## config.mk

```make
export PLATFORM = sky130hd
export DESIGN_NAME = gg_lattice_packer
export DESIGN_NICKNAME = d
export VERILOG_FILES = /design/src/rtl/gg_lattice_packer.sv
export SDC_FILE = /design/constraint.sdc
export NUM_CORES = 2
export LEC_CHECK = 0
export ABC_CLOCK_PERIOD_IN_PS = 10000
export CORE_AREA = 2 2 393 395
export CTS_CLUSTER_DIAMETER = 40
export DETAILED_ROUTE_END_ITERATION = 8
export DIE_AREA = 0 0 395 397
export PLACE_DENSITY = 0.8
export SYNTH_ARGS = -nofsm -noshare
export SYNTH_HDL_FRONTEND = slang
export SYNTH_SLANG_ARGS = --single-unit
export TNS_END_PERCENT = 10
```

## constraint.sdc

```tcl
create_clock -name clk -period 10 [get_ports clk]
set_clock_uncertainty 0.15 [all_clocks]
set_input_delay 1.5 -clock clk [delete_from_list [all_inputs] [get_ports clk]]
set_output_delay 1.5 -clock clk [all_outputs]
set_load 0.05 [all_outputs]
```

## src/rtl/gg_lattice_packer.sv

```systemverilog
// gg_lattice_packer: packs right-aligned variable-length codes into an MSB-first stream of WID-bit windows plus PAD look-ahead bits and per-bit nc tags.
// Latency: a code accepted on edge k shows up in the window outputs from k+1; all outputs decode combinationally from the registered buffer.
// Backpressure: in_ready drops while draining or when a full IN_W code might not fit; window outputs hold while out_valid && !out_ready.
module gg_lattice_packer #(
  parameter int WID  = 48,
  parameter int PAD  = 32,
  parameter int IN_W = 64,
  parameter int BUF  = 256,
  parameter int NCW  = 6,
  localparam int LW  = $clog2(IN_W + 1),
  localparam int FW  = $clog2(WID + 1),
  localparam int CW  = $clog2(BUF + 1),
  localparam int TW  = $clog2(BUF * NCW + 1)
) (
  input  logic                 clk,
  input  logic                 reset_n,
  input  logic                 in_valid,
  output logic                 in_ready,
  input  logic [IN_W-1:0]      in_bits,
  input  logic [LW-1:0]        in_len,
  input  logic [NCW-1:0]       in_nc,
  input  logic                 in_last,
  output logic                 out_valid,
  input  logic                 out_ready,
  output logic [WID-1:0]       out_bits,
  output logic [PAD-1:0]       out_pad,
  output logic [WID*NCW-1:0]   out_nc,
  output logic                 out_last,
  output logic [FW-1:0]        out_fill
);

  typedef enum logic {FILL = 1'b0, DRAIN = 1'b1} state_t;

  state_t               state_q;
  logic [CW-1:0]        cnt_q;
  logic [BUF-1:0]       buf_q;
  logic [BUF*NCW-1:0]   tag_q;

  logic                 do_push;
  logic                 do_pop;
  logic [CW-1:0]        popped;
  logic [CW-1:0]        base;
  logic [CW-1:0]        cnt_nxt;
  logic [IN_W-1:0]      code_msk;
  logic [BUF-1:0]       code_top;
  logic [BUF-1:0]       code_sh;
  logic [TW-1:0]        tag_sh;
  logic [BUF*NCW-1:0]   tag_ins;
  logic [BUF*NCW-1:0]   tag_nxt;
  logic [BUF-1:0]       buf_nxt;

  // The window, look-ahead and tags are fixed slices of the MSB-justified buffer;
  // everything past cnt is kept zero, so no extra masking is needed here.
  assign out_bits = buf_q[BUF-1 -: WID];
  assign out_pad  = buf_q[BUF-1-WID -: PAD];
  assign out_nc   = tag_q[BUF*NCW-1 -: WID*NCW];

  // Handshake and window qualifiers from the registered fill count and state
  always_comb begin
    in_ready  = reset_n && (state_q == FILL) && (cnt_q <= CW'(BUF - IN_W));
    out_valid = (state_q == DRAIN) ? (cnt_q != '0) : (cnt_q >= CW'(WID + PAD));
    out_last  = (state_q == DRAIN) && (cnt_q != '0) && (cnt_q <= CW'(WID));
    out_fill  = (cnt_q >= CW'(WID)) ? FW'(WID) : FW'(cnt_q);
  end

  // Next buffer contents: pop first, then append the new code at the reduced count
  always_comb begin
    do_push  = in_valid && in_ready;
    do_pop   = out_valid && out_ready;
    popped   = '0;
    if (do_pop) begin
      popped = (cnt_q >= CW'(WID)) ? CW'(WID) : cnt_q;
    end
    base     = cnt_q - popped;
    // Bits above in_len are don't-care on the input, so clear them before merging.
    code_msk = in_bits & ~({IN_W{1'b1}} << in_len);
    code_top = {code_msk, {(BUF-IN_W){1'b0}}} << (LW'(IN_W) - in_len);
    code_sh  = code_top >> base;
    tag_sh   = TW'(base) * TW'(NCW);
    tag_ins  = '0;
    if (in_len != '0) begin
      tag_ins = {in_nc, {(BUF*NCW-NCW){1'b0}}} >> tag_sh;
    end
    buf_nxt  = do_pop ? (buf_q << WID) : buf_q;
    tag_nxt  = do_pop ? (tag_q << (WID*NCW)) : tag_q;
    cnt_nxt  = base;
    if (do_push) begin
      buf_nxt = buf_nxt | code_sh;
      tag_nxt = tag_nxt | tag_ins;
      cnt_nxt = base + CW'(in_len);
    end
  end

  // Buffer, fill count and FILL/DRAIN sequencing
  always_ff @(posedge clk or negedge reset_n) begin
    if (!reset_n) begin
      state_q <= FILL;
      cnt_q   <= '0;
      buf_q   <= '0;
      tag_q   <= '0;
    end else begin
      cnt_q <= cnt_nxt;
      buf_q <= buf_nxt;
      tag_q <= tag_nxt;
      // An empty final code on an empty buffer has nothing to drain.
      if (do_push && in_last) begin
        state_q <= (cnt_nxt == '0) ? FILL : DRAIN;
      end else if (do_pop && out_last) begin
        state_q <= FILL;
      end
    end
  end

`ifndef SYNTHESIS
  // Codes longer than IN_W cannot be placed in the buffer
  a_len_legal: assert property (@(posedge clk) disable iff (!reset_n)
                                in_valid |-> (in_len <= LW'(IN_W)));
`endif

endmodule

```

==> impl_metrics.tcl <==
set metrics [dict create \
    max-slew-margin-rel_pct -4.10 \
    critPathArrivalTime_ps 9130 \
    cp-start-kind "flop" \
    clock_path_buffers 3 \
    path_cells "or4_4 -> o41ai_2 -> a31oi_4 -> and3_1 -> ha_4 -> fa_4 -> inv_1 -> ha_1 -> fa_1 -> a21oi_1 -> nor2_1 -> nor2_1 -> o2bb2ai_1 -> a22oi_1 -> xor2_1 -> nor2_1 -> nand2_4 -> buf_4 -> o22ai_1" \
    drv_slew 2 \
    drive_gt1_share_pct 7.89 \
    drc 1 \
    yosysTopAreaCell "dfrtp_1" \
    core_area_um2 153000 \
    synth_warnings 0 \
    finalSetupTns_ps 0 \
    fin_nets 10500 \
    grt_overflow_total 0 \
    maxCapViolations 1 \
    hold_viol_final 0 \
    die_w_um 395 \
    synth_top_area_share_pct 48.8 \
    ys_ff_latch 1802 \
    grt_antenna_before_repair 21 \
    dieArea_um2 157000 \
    clk_pin_slew_ps 60 \
    grt_pass1_vias 85900 \
    synthTopCellsByArea "dfrtp_1, nor2_1, o22ai_1" \
    ir_drop_mv 0.816 \
    hold_buffers 0 \
    setup_ws_ps 1420 \
    swShare_pct 53.1 \
    pwr-share-clk_pct 17.8 \
    netlist_instances 10700 \
    synth_most_common_cell "nor2_1" \
    place_ws_ps 936 \
    fin_crit_sh_pct 85.8 \
    grt_max_degree 215 \
    timing.hold.ws_ps 317 \
    synth_top_flop_cell "dfrtp_1" \
    num_vias 90400 \
    final_util_pct 67.3 \
    portBuffers 458 \
    p_switching_w 0.0233 \
    p_seq_share_pct 27.7 \
    grt_pass1_wl_um 566000 \
    drt-initial-drc-count 15000 \
    htreeDepth 4 \
    cts_tree "built" \
    ctsRootBufferMaster "clkbuf_16" \
    ctsResizeCount 0 \
    setup_viol 0 \
    internal_power_w 0.0207 \
    path_common_cell "nor2_1" \
    numClockSinks 1802 \
    hpwl_um 248000 \
    dp.cells 12200 \
    status "finished with violations" \
    design.portCount 459 \
    synth_edf_count 0 \
    clkLatencyLatePin_ps 910 \
    synth_common_cells "nor2_1, dfrtp_1, o22ai_1, clkbuf_1, nand2_1" \
    tightest_slew_ps 1540 \
    yosysUniqueCellTypes 112 \
    failed_checks "DRC, capacitance limit, slew limit" \
    min_path_type "flop to flop" \
    start_util_pct 60.4 \
    final_cells 12600 \
    avgSynthCellArea_um2 8.64 \
    fmax_mhz 117 \
    cp.required_ps 10550 \
    cts_made_buffers 208 \
    async_flop_share_pct 100 \
    fin_crit_ps 8580 \
    rsz0062_at_grt "false" \
    cts_setup_buffers 0 \
    leakage_nw 42.1 \
    antenna_left 0 \
    path_max_fanout 66 \
    syn_to_final_growth_pct 11.5 \
    gp_congestion 1.04 \
    power.density_nw_per_um2 427 \
    drtPass1Iterations 9 \
    crit_type "flop to flop" \
    seq_area_frac_synth_pct 48.8 \
    dieHeight_um 397 \
    viasPerCell 7.19 \
    slowest_stage "fa_4" \
    rows 144 \
    track_usage_pct 48.1 \
    syn-cell-area_um2 92300 \
    pwr-share-comb_pct 54.5 \
    end_kind "flop" \
    drt_wl_total_um 387000 \
    wl_per_cell_um 30.8 \
    cpPeakStageDelay_ps 1130 \
]
-- path summary, 6_finish.rpt --
| kind | from | to | slack, ps | cells after the start |
|---|---|---|---|---|
| max | cnt_q[1] | tag_q[1357] | 1420 | 19 |
| min | buf_q[105] | buf_q[153] | 320 | 2 |
| max reg2reg | cnt_q[1] | tag_q[1357] | 1420 | 19 |
| min reg2reg | buf_q[105] | buf_q[153] | 320 | 2 |
| max in group asynchronous | reset_n | tag_q[975] | 4810 | 6 |
| min in group asynchronous | reset_n | tag_q[1450] | 350 | 1 |
-- metrics by stage --
stage,cell area (um2),power [W]
2_1_floorplan,92300,0.0261
3_3_place_gp,95700,0.0343
3_5_place_dp,95700,0.0347
4_1_cts,103000,0.0427
5_1_grt,103000,0.0450
6_report,103000,0.0440
-- flip-flops by register name (all words and copies together) (netlist names) --
register / flops
buf_q: 256
cnt_q: 9
state_q: 1
tag_q: 1536
-- cell type report --
cell class              count  area (um2)
fillers                 11400       50000
flip-flops and latches   1802       45100
multi-input cells        7522       40700
repair buffers            768        7150
clock buffers             270        5700
well taps                2044        2560
clock inverters           119        1540
inverters                  46         173
diodes                      3        7.51
-- power by group through the flow --
stage | registers (W) | clock network [W] | logic [W]
final | 0.0122 | 0.00784 | 0.0240
after detailed placement | 0.0121 | 0 | 0.0227
after CTS | 0.0120 | 0.00782 | 0.0229
after global routing | 0.0123 | 0.00814 | 0.0245
after floorplan | 0.0111 | 0 | 0.0150
after global placement | 0.0119 | 0 | 0.0223
-- cells by family (layout without fill, tap and decap cells) --
logic type | after synthesis | count (layout) | synth area share, %
multiplexers | 212 | 212 | 2.60
XOR/XNOR | 24 | 24 | 0.228
AND/OR/NAND/NOR | 4242 | 4242 | 18.7
flip-flops | 1802 | 1802 | 48.8
AO/OA/AOI/OAI | 3016 | 3016 | 21.9
other | 1 | 5 | 0.00406
buffers and inverters | 1366 | 1203 | 7.43
adder cells (fa/ha/maj) | 26 | 26 | 0.377
-- worst max-delay path: cells and delay by family, from the launching register on --
kind	cells	cell delay [ps]
and+or+nand+nor	6	2410
DFF	1	410
AOI/OAI and AO/OA	6	1470
adders and majority gates	4	2110
buffers and inverters	2	1080
xor gates and xnor gates	1	710
-- placed cells by master, fill, tap and decap left out, types with 19 or more instances in the layout --
cell type | Yosys | final
a211oi_1 | 67 | 67
clkinvlp_4 | 0 | 21
buf_4 | 394 | 291
a221oi_1 | 86 | 86
o21ai_1 | 25 | 26
o211ai_1 | 97 | 97
clkbuf_16 | 0 | 208
nor2_1 | 2981 | 2968
nand2_1 | 635 | 629
o211a_1 | 28 | 28
a22oi_1 | 82 | 82
o32ai_1 | 21 | 21
o22a_1 | 40 | 40
nand2b_1 | 34 | 30
or3_1 | 47 | 47
nand3_1 | 173 | 170
clkdlybuf4s50_1 | 0 | 451
o22ai_1 | 1354 | 1354
o221ai_1 | 126 | 126
clkbuf_1 | 769 | 36
a31oi_1 | 36 | 35
mux2i_1 | 169 | 169
o31ai_1 | 67 | 67
a32oi_1 | 23 | 23
dfrtp_1 | 1802 | 1802
a221o_1 | 40 | 40
nor2b_1 | 20 | 19
ha_1 | 23 | 22
inv_1 | 42 | 40
mux2_2 | 21 | 21
nor3_1 | 135 | 134
nor4_1 | 34 | 33
clkbuf_8 | 0 | 26
a21o_1 | 19 | 19
buf_12 | 0 | 20
clkinv_2 | 0 | 28
and2_1 | 62 | 62
o21ai_0 | 501 | 499
a21oi_1 | 168 | 168
nand4_1 | 47 | 47
-- per-layer routing --
metal,up-vias,wire length [um],GRT usage [%]
li1,37100,-,-
met1,44200,136000,60.8
met2,7326,168000,71.1
met3,1717,51400,15.3
met4,30,31300,31.8
met5,-,399,1.12
Note: power is estimated with default switching activity, not from simulation.
